--- config.mk ---
export PLATFORM = sky130hd
export DESIGN_NAME = cfg_frame_sequencer
export DESIGN_NICKNAME = d
export VERILOG_FILES = /design/src/rtl/cfg_frame_sequencer.sv
export SDC_FILE = /design/constraint.sdc
export NUM_CORES = 2
export LEC_CHECK = 0
export CAP_MARGIN = 20
export CORE_ASPECT_RATIO = 1.25
export CORE_UTILIZATION = 55
export CTS_BUF_LIST = sky130_fd_sc_hd__clkbuf_8
export DETAILED_ROUTE_END_ITERATION = 8
export HOLD_SLACK_MARGIN = 0.02
export PLACE_DENSITY = 0.7
export SLEW_MARGIN = 20
export SYNTH_ARGS = -nofsm -noshare
export SYNTH_HDL_FRONTEND = slang
export SYNTH_SLANG_ARGS = --single-unit
--- constraint.sdc ---
create_clock -name clk_i -period 6.9 [get_ports clk_i]
set_clock_uncertainty 0.2 [all_clocks]
set_input_delay 1.725 -clock clk_i [delete_from_list [all_inputs] [get_ports clk_i]]
set_output_delay 1.725 -clock clk_i [all_outputs]
set_load 0.005 [all_outputs]
--- src/rtl/cfg_frame_sequencer.sv ---
// cfg_frame_sequencer
//
// Frame-synchronous loader for the parameter register file (homographies,
// DfDD A/B, ROI corners, confidence). Host register writes are buffered in a
// FIFO. A host commit arms the batch. The batch is replayed on the
// register-file write port, one entry per cycle, starting at the next
// frame_start_i. As a result, coefficient changes never land mid-frame.
//
// Optional feature: define CFG_SEQ_WATCHDOG_EN to enable the ARMED watchdog.
// When the watchdog counter reaches WATCHDOG_CYCLES with no frame_start_i,
// the drain is forced and the sticky timeout_o flag is set.
//
// Ports:
//   clk_i          single clock, all logic on posedge
//   rst_i          synchronous, active-high reset
//   host_addr_i    host write address
//   host_data_i    host write data
//   host_valid_i   host write request
//   host_ready_o   write accepted when valid & ready (IDLE and FIFO not full)
//   commit_i       1-cycle pulse: arm the current batch
//   frame_start_i  1-cycle pulse at the frame boundary
//   cmd_addr_o     register-file write address (registered)
//   cmd_data_o     register-file write data (registered)
//   cmd_valid_o    register-file write strobe (registered, no backpressure)
//   busy_o         high in ARMED or DRAIN
//   done_o         1-cycle pulse: batch fully issued
//   level_o        FIFO occupancy
//   timeout_o      sticky watchdog flag (constant 0 without the macro)
module cfg_frame_sequencer #(
  parameter int unsigned ADDR_WIDTH      = 16,
  parameter int unsigned DATA_WIDTH      = 32,
  parameter int unsigned DEPTH           = 64,
  parameter int unsigned WATCHDOG_CYCLES = 1_000_000
) (
  input  logic                      clk_i,
  input  logic                      rst_i,
  input  logic [ADDR_WIDTH-1:0]     host_addr_i,
  input  logic [DATA_WIDTH-1:0]     host_data_i,
  input  logic                      host_valid_i,
  output logic                      host_ready_o,
  input  logic                      commit_i,
  input  logic                      frame_start_i,
  output logic [ADDR_WIDTH-1:0]     cmd_addr_o,
  output logic [DATA_WIDTH-1:0]     cmd_data_o,
  output logic                      cmd_valid_o,
  output logic                      busy_o,
  output logic                      done_o,
  output logic [$clog2(DEPTH):0]    level_o,
  output logic                      timeout_o
);

  localparam int unsigned PtrW = $clog2(DEPTH);
  localparam int unsigned LvlW = PtrW + 1;

  typedef enum logic [1:0] {StIdle, StArmed, StDrain} state_e;

  state_e state_q, state_d;

  logic [ADDR_WIDTH-1:0] addr_mem [DEPTH];
  logic [DATA_WIDTH-1:0] data_mem [DEPTH];

  logic [PtrW-1:0]       wr_ptr_q, rd_ptr_q;
  logic [LvlW-1:0]       level_q;
  logic [ADDR_WIDTH-1:0] cmd_addr_q;
  logic [DATA_WIDTH-1:0] cmd_data_q;
  logic                  cmd_valid_q;
  logic                  done_q, done_d;

  logic full, empty, push, pop, start, wd_fire;

  assign full         = (level_q == LvlW'(DEPTH));
  assign empty        = (level_q == '0);
  assign host_ready_o = (state_q == StIdle) && !full;
  assign push         = host_valid_i && host_ready_o;
  // A watchdog expiry is treated exactly like a frame boundary.
  assign start        = (state_q == StArmed) && (frame_start_i || wd_fire);

  always_comb begin
    state_d = state_q;
    pop     = 1'b0;
    done_d  = 1'b0;
    unique case (state_q)
      StIdle: begin
        if (commit_i) begin
          // An entry pushed this cycle belongs to the batch, so the batch
          // is empty only when nothing is stored and nothing is arriving.
          if (empty && !push) begin
            done_d = 1'b1;
          end else begin
            state_d = StArmed;
          end
        end
      end
      StArmed: begin
        if (start) begin
          // Pop on the transition edge so the first write appears at T+1.
          state_d = StDrain;
          pop     = !empty;
        end
      end
      StDrain: begin
        if (!empty) begin
          pop = 1'b1;
        end else begin
          state_d = StIdle;
          done_d  = 1'b1;
        end
      end
      default: state_d = StIdle;
    endcase
  end

  // Storage is not reset: only the pointers and level define its contents.
  always_ff @(posedge clk_i) begin
    if (push) begin
      addr_mem[wr_ptr_q] <= host_addr_i;
      data_mem[wr_ptr_q] <= host_data_i;
    end
  end

  always_ff @(posedge clk_i) begin
    if (rst_i) begin
      state_q     <= StIdle;
      wr_ptr_q    <= '0;
      rd_ptr_q    <= '0;
      level_q     <= '0;
      cmd_addr_q  <= '0;
      cmd_data_q  <= '0;
      cmd_valid_q <= 1'b0;
      done_q      <= 1'b0;
    end else begin
      state_q     <= state_d;
      cmd_valid_q <= pop;
      done_q      <= done_d;
      if (push) begin
        wr_ptr_q <= wr_ptr_q + 1'b1;
        level_q  <= level_q + 1'b1;
      end else if (pop) begin
        level_q  <= level_q - 1'b1;
      end
      if (pop) begin
        rd_ptr_q   <= rd_ptr_q + 1'b1;
        cmd_addr_q <= addr_mem[rd_ptr_q];
        cmd_data_q <= data_mem[rd_ptr_q];
      end
    end
  end

`ifdef CFG_SEQ_WATCHDOG_EN
  localparam int unsigned WdW = $clog2(WATCHDOG_CYCLES) + 1;

  logic [WdW-1:0] wd_cnt_q;
  logic           timeout_q;

  assign wd_fire = (state_q == StArmed) && (wd_cnt_q == WdW'(WATCHDOG_CYCLES - 1));

  // Counter is held at zero outside ARMED, so it starts from zero on entry.
  always_ff @(posedge clk_i) begin
    if (rst_i) begin
      wd_cnt_q  <= '0;
      timeout_q <= 1'b0;
    end else begin
      if (state_q == StArmed) begin
        wd_cnt_q <= wd_cnt_q + 1'b1;
      end else begin
        wd_cnt_q <= '0;
      end
      if (wd_fire && !frame_start_i) begin
        timeout_q <= 1'b1;
      end
    end
  end

  assign timeout_o = timeout_q;
`else
  logic unused_watchdog;

  assign wd_fire         = 1'b0;
  assign timeout_o       = 1'b0;
  assign unused_watchdog = ^WATCHDOG_CYCLES;
`endif

  assign cmd_addr_o  = cmd_addr_q;
  assign cmd_data_o  = cmd_data_q;
  assign cmd_valid_o = cmd_valid_q;
  assign busy_o      = (state_q != StIdle);
  assign done_o      = done_q;
  assign level_o     = level_q;

endmodule

== After elaboration in Yosys (flattened, before gate mapping) ==
Memory sizes are Yosys's and may differ from the RTL's. A register that Yosys moved wholly into a read port is not among the register bits.
Cells that the tools add are included.
Word-level totals
  register bits: 23
  RAM bits: 3072
  input port bits: 53
  output and inout bits: 60
  word-level logic and storage cells: 47
  memories: 2
Cells by class
  $add $sub $neg: 4
  equality and inequality tests: 7
  mux-type cells: 16
  reduce and logical (&&, ||, !) cells: 12
Memories
  data_mem: depth 64, width 32, rd ports 1, clocked after Yosys merged registers in 1, write ports 1, line 60  | logic [DATA_WIDTH-1:0] data_mem [DEPTH];
  addr_mem: depth 64, width 16, rd ports 1, clocked after Yosys merged registers in 1, write ports 1, line 59  | logic [ADDR_WIDTH-1:0] addr_mem [DEPTH];
Operator list (number)
  2-to-1 mux 7 bit: 2
  adder 6 x 1 -> 6 bit, second input constant: 2
  2-to-1 mux 2 bit: 4
  != test 2 bit, second input constant: 4
  adder 7 x 1 -> 7 bit, second input constant: 1
  == test 7 bit, second input constant: 1
  logical NOT 7 bit: 1
  2-to-1 mux 1 bit: 7
  subtractor 7 x 1 -> 7 bit, second input constant: 1
  case mux 2 bit (3 select lines): 1
  logical AND 1 bit: 4
  case mux 1 bit (2 select lines): 2
  AND reduction 4 bit: 1
  nonzero test 2 bit: 2
  logical NOT 1 bit: 3
  == test 2 x 1 -> 1 bit, second input constant: 1
  == test 2 bit, second input constant: 1
  logical NOT 2 bit: 1

== Longest topological paths before layout ==
  depth in word-level cells: 9
  gate-level depth with buffers: 13
  gate-level depth less buffers: 10

== Worst setup path after synthesis ==
No wires, ideal clock.
  path type: input-to-reg
  from: input port host_valid_i
  to: memory addr_mem[43][0] (enable)
  library setup time: 0.454 ns
  arrival: 4.534 ns
  path slack: 1.712 ns
  cell stages on the path: 5
  cells stage by stage: o311ai_1 buf_2 nor2_1 nand3_1 nor2_1
On the way
  word-level cells in the longest chain between the ends: 3
Ends and longest elaborated chain
  start: declaration: line 39  | input logic host_valid_i,
  logical AND 1 bit: line 74  | assign push = host_valid_i && host_ready_o;
  2-to-1 mux 1 bit: line 115  | if (push) begin
  2-to-1 mux 1 bit (implied by the code): line 116  | addr_mem[wr_ptr_q] <= host_addr_i;
  end: declaration: line 59
No other way between the ends.

== Worst setup path after layout ==
  from: register level_q[0], in the netlist level_o[0]
  to: output port host_ready_o
On the way
  word-level cells in the longest chain between the ends: 3
Ends and longest elaborated chain
  start: declaration: line 63  | logic [LvlW-1:0] level_q;
  start signal: assignment: line 137  | level_q <= level_q + 1'b1;
  start signal: assignment: line 139  | level_q <= level_q - 1'b1;
  == test 7 bit: line 71  | assign full = (level_q == LvlW'(DEPTH));
  logical NOT 1 bit: line 73  | assign host_ready_o = (state_q == StIdle) && !full;
  logical AND 1 bit: line 73
  end: declaration: line 40  | output logic host_ready_o,
No other way between the ends.

==> impl_summary.md <==
GRT
Global routing finished with a remaining overflow of 0. In the global route stage, overall resource usage came out at 0.297. The initial antenna violation count is 19.

The pin count of the biggest net entering global routing is 110. The number of global-route vias before repair is just under 60000. The first global-routing pass estimated 450000 µm of wire.

Power and ir drop
VDD sags by at most around 0.25 mV. In this run the power density over the cells is 293 nW/µm². The leakage power summed over all cells is roughly 41 nW.

Clocking
Hold repair after CTS inserted 0 buffers. The H-tree was split into 5 levels. After clock tree synthesis, the clock-pin slew on the worst setup and hold paths is about 0.070 ns.

The longest clock path from root to sink contains 4 buffers. The number of buffers inserted during clock tree synthesis is 458. The total of cells resized after clock tree synthesis is 0.

The clock tree from TritonCTS is done. The root buffer cell is sky130_fd_sc_hd__clkbuf_8. For the worst-skew pair, the clock arrives at the later sink with an insertion delay of roughly 1.1 ns. Buffers added to address setup during post-CTS repair amount to 0. The clock sink count is around 3100.

Route
After detailed routing, the total wire length is around 320000 µm. In the routed layout, each cell is associated on average with a via count of between 6 and 7. The number of detailed-route iterations in the first pass is 7. The first routing iteration left slightly below 9000 violations.

In the routed design, unresolved DRC markers number 0. The residual antenna-violating net count after detailed routing is 0. The total number of vias is between 50000 and 60000. In the final routed layout, each cell accounts on average for between 30 and 40 µm.

Synth
The area of the mapped netlist is 120000 µm². The share of synthesized area in the top cell type comes to 0.770. Ranked by total cell area, the synthesized netlist is headed by sky130_fd_sc_hd__edfxtp_1, sky130_fd_sc_hd__mux4_2, sky130_fd_sc_hd__mux2i_1. In the synthesized netlist the dominant register cell turns out to be sky130_fd_sc_hd__edfxtp_1.

The number of nets in the synthesized netlist is ~5500. The distinct cell type count after synthesis is between 50 and 60. Of all cell types, the one taking the most synthesized area is sky130_fd_sc_hd__edfxtp_1. Dividing the synthesized area by the synthesized cell count gives 22.2 µm². The share of async-settable or async-resettable flops after synthesis is 0.

Yosys mapped a number of flops with a built-in enable equal to ~3100. The most instantiated library cell after synthesis is sky130_fd_sc_hd__edfxtp_1. Synthesis produced 5388 cells. The number of warnings issued by yosys is 0. By count the netlist is led by sky130_fd_sc_hd__edfxtp_1, sky130_fd_sc_hd__mux4_2, sky130_fd_sc_hd__mux2i_1, sky130_fd_sc_hd__nand2_1, sky130_fd_sc_hd__nor2_1. The sequential cell area fraction in the yosys report is 0.782. The number of synthesized register bits is around 3100.

Finish
The final core utilization is 0.616. The layout overhead on the synthesized area is 11.4%. The share of layout cells above drive strength 1 is 0.260. After the last flow step, the layout net total stands at slightly below 6000.

Hold path
Along the worst hold path, the cell count comes to 2. The worst hold path class is reg2reg.

Worst setup path
The number of cell instances on the worst register-to-register path is 7. At the worst endpoint, the arrival time is roughly 2.8 ns. The minimum setup slack among reg-to-reg paths is 2.31 ns. The type of element capturing the critical path is an output port. The endpoint identified for the worst register-to-register timing path is cmd_addr_o[5]$_SDFFE_PP0P_. The element type at the critical path start is a flip-flop. The critical path ends at host_ready_o. The setup path with the least slack is of type reg2out. The data required time of the critical path is 4.97 ns. The worst setup path startpoint is level_o[0]$_SDFFE_PP0P_. In this run the worst path has a maximum fanout of 6. The worst register-to-register path begins at rd_ptr_q[2]$_SDFFE_PP0P_.

Timing
The worst path needs roughly 4.7 ns of the cycle, external delays included. Setup repair after global routing left no endpoint under its margin. The final cycle utilization of the critical path is 0.678. Setup slack closes at ~2.2 ns. The maximum clock frequency is roughly 210 MHz. For the pin with the worst max-slew slack, the measured transition is 1.34 ns. The final count of negative-setup-slack endpoints is 0. The max-slew violation total from the final report is 0. The number of hold-slack violations in the final timing report is 0. Measured against its own limit, the worst slew margin works out to 0.0955. After routing, the total negative slack on setup checks comes to 0 ns.

Floorplan
The starting utilization of the core area is 0.553. Measured along the x axis, the die boundary spans 419 µm. In this run the vertical extent of the chip is 524 µm. The die area is 220000 µm². The floorplan has about 190 rows.

The floorplan core area is about 220000 µm². around 110 I/O pins were placed.

Placement
The detailed placer's ending HPWL is 194000 µm. Before CTS, the worst setup slack after placement is ~1.5 ns. Routability-driven placement finished with a final weighted congestion of ~0.92. The count of input and output buffers is approximately 110.

Job
The tool flagged a number of max-cap violations equal to 0.

Status
The flow ran to the end, and the final reports show no timing, DRC or antenna violations.
-- flip-flops by register name, summed over array words and instances, names as in the netlist --
register,count
data_mem,2048
state_q,2
rd_ptr_q,6
level_o,7
cmd_data_o,32
cmd_valid_o,1
cmd_addr_o,16
done_o,1
addr_mem,1024
wr_ptr_q,6
-- worst max-delay path, cell delays in order, from the launching register on --
cell and delay [ns]:
sky130_fd_sc_hd__dfxtp_1 0.37, sky130_fd_sc_hd__or4_1 0.66, sky130_fd_sc_hd__nor3_1 0.19, sky130_fd_sc_hd__nor2_1 0.06, sky130_fd_sc_hd__clkdlybuf4s50_1 0.44
-- layout by cell type, fill, tap and decap left out, types with 8 or more instances in the layout --
cell type                            n
sky130_fd_sc_hd__nor2b_1            34
sky130_fd_sc_hd__a2111oi_1          13
sky130_fd_sc_hd__and2_1             11
sky130_fd_sc_hd__nor2_4             66
sky130_fd_sc_hd__buf_2              30
sky130_fd_sc_hd__dfxtp_1            66
sky130_fd_sc_hd__buf_4             223
sky130_fd_sc_hd__nand3_1            56
sky130_fd_sc_hd__a211oi_1           57
sky130_fd_sc_hd__bufinv_16          12
sky130_fd_sc_hd__clkbuf_8          473
sky130_fd_sc_hd__edfxtp_1         3072
sky130_fd_sc_hd__mux2i_1           305
sky130_fd_sc_hd__a22oi_1           100
sky130_fd_sc_hd__clkinv_1          112
sky130_fd_sc_hd__a221oi_1           20
sky130_fd_sc_hd__nor2_1             46
sky130_fd_sc_hd__inv_1             155
sky130_fd_sc_hd__o22ai_1            51
sky130_fd_sc_hd__buf_12             22
sky130_fd_sc_hd__nand2_1           135
sky130_fd_sc_hd__o21ai_0            48
sky130_fd_sc_hd__clkinv_2           49
sky130_fd_sc_hd__xnor2_1             8
sky130_fd_sc_hd__a21oi_1            71
sky130_fd_sc_hd__mux4_2            687
sky130_fd_sc_hd__a2111oi_0          38
sky130_fd_sc_hd__a221o_1            17
sky130_fd_sc_hd__clkinvlp_4          8
sky130_fd_sc_hd__clkdlybuf4s50_1    63
sky130_fd_sc_hd__ha_1               11
sky130_fd_sc_hd__o21ai_1            15
sky130_fd_sc_hd__o221ai_1           32
sky130_fd_sc_hd__a41oi_1             9
-- stage by stage --
step / std cells / hold WS [ns] / total power, mW / area [µm²]
3_3_place_gp: 8311 / 0.283 / 25.8 / 125000
6_report: 9125 / 0.314 / 39.1 / 133000
3_5_place_dp: 8312 / 0.302 / 25.8 / 125000
2_1_floorplan: 5388 / 0.250 / 24.2 / 120000
4_1_cts: 9119 / 0.311 / 39.3 / 133000
5_1_grt: 9121 / 0.341 / 40.2 / 133000
-- metal layers --
layer | part of all wire | up-vias | GRT usage
li1 | - | 23900 | -
met1 | 0.35 | 31500 | 0.386
met2 | 0.49 | 3740 | 0.482
met3 | 0.10 | 661 | 0.0613
met4 | 0.054 | 10 | 0.146
met5 | 0.00023 | - | 0
-- cell type report --
class | instances | area, µm²
clock inverters | 334 | 1740
inverters | 13 | 50.0
diodes | 5 | 12.5
fillers | 14800 | 83100
clock buffers | 473 | 6510
well taps | 2895 | 3620
multi-input cells | 1924 | 24900
flip-flops and latches | 3143 | 93700
repair buffers | 338 | 2900
-- logic make-up (layout without fill, tap and decap cells) --
logic type | after synthesis | in the layout | share of synthesized area
muxes | 993 | 993 | 0.155
DFF | 3143 | 3143 | 0.782
AOI/OAI and AO/OA | 506 | 506 | 0.0306
buffers and inverters | 321 | 1158 | 0.0149
and+or+nand+nor | 399 | 399 | 0.0152
other | 1 | 6 | 0.0000313
adders and majority gates | 12 | 12 | 0.00132
xor gates and xnor gates | 13 | 13 | 0.000951
-- worst min path at each step --
| stage | from | endpoint | slack, ns |
|---|---|---|---|
| 3_5_place_dp | wr_ptr_q[2]$_SDFFE_PP0P_ | wr_ptr_q[2]$_SDFFE_PP0P_ | 0.30 |
| 2_1_floorplan | cmd_addr_o[12]$_SDFFE_PP0P_ | cmd_addr_o[12]$_SDFFE_PP0P_ | 0.25 |
| 4_1_cts | wr_ptr_q[2]$_SDFFE_PP0P_ | wr_ptr_q[2]$_SDFFE_PP0P_ | 0.31 |
| 3_3_place_gp | cmd_data_o[18]$_SDFFE_PP0P_ | cmd_data_o[18]$_SDFFE_PP0P_ | 0.28 |
| 5_1_grt | cmd_data_o[18]$_SDFFE_PP0P_ | cmd_data_o[18]$_SDFFE_PP0P_ | 0.34 |
| 6_report | wr_ptr_q[2]$_SDFFE_PP0P_ | wr_ptr_q[2]$_SDFFE_PP0P_ | 0.31 |
-- report_power, final --
part	internal (mW)	switching [mW]
clock	6.78	6.93
combinational	1.67	2.36
sequential	21.2	0.195
total	29.7	9.48
(Power assumes the default switching activity.)
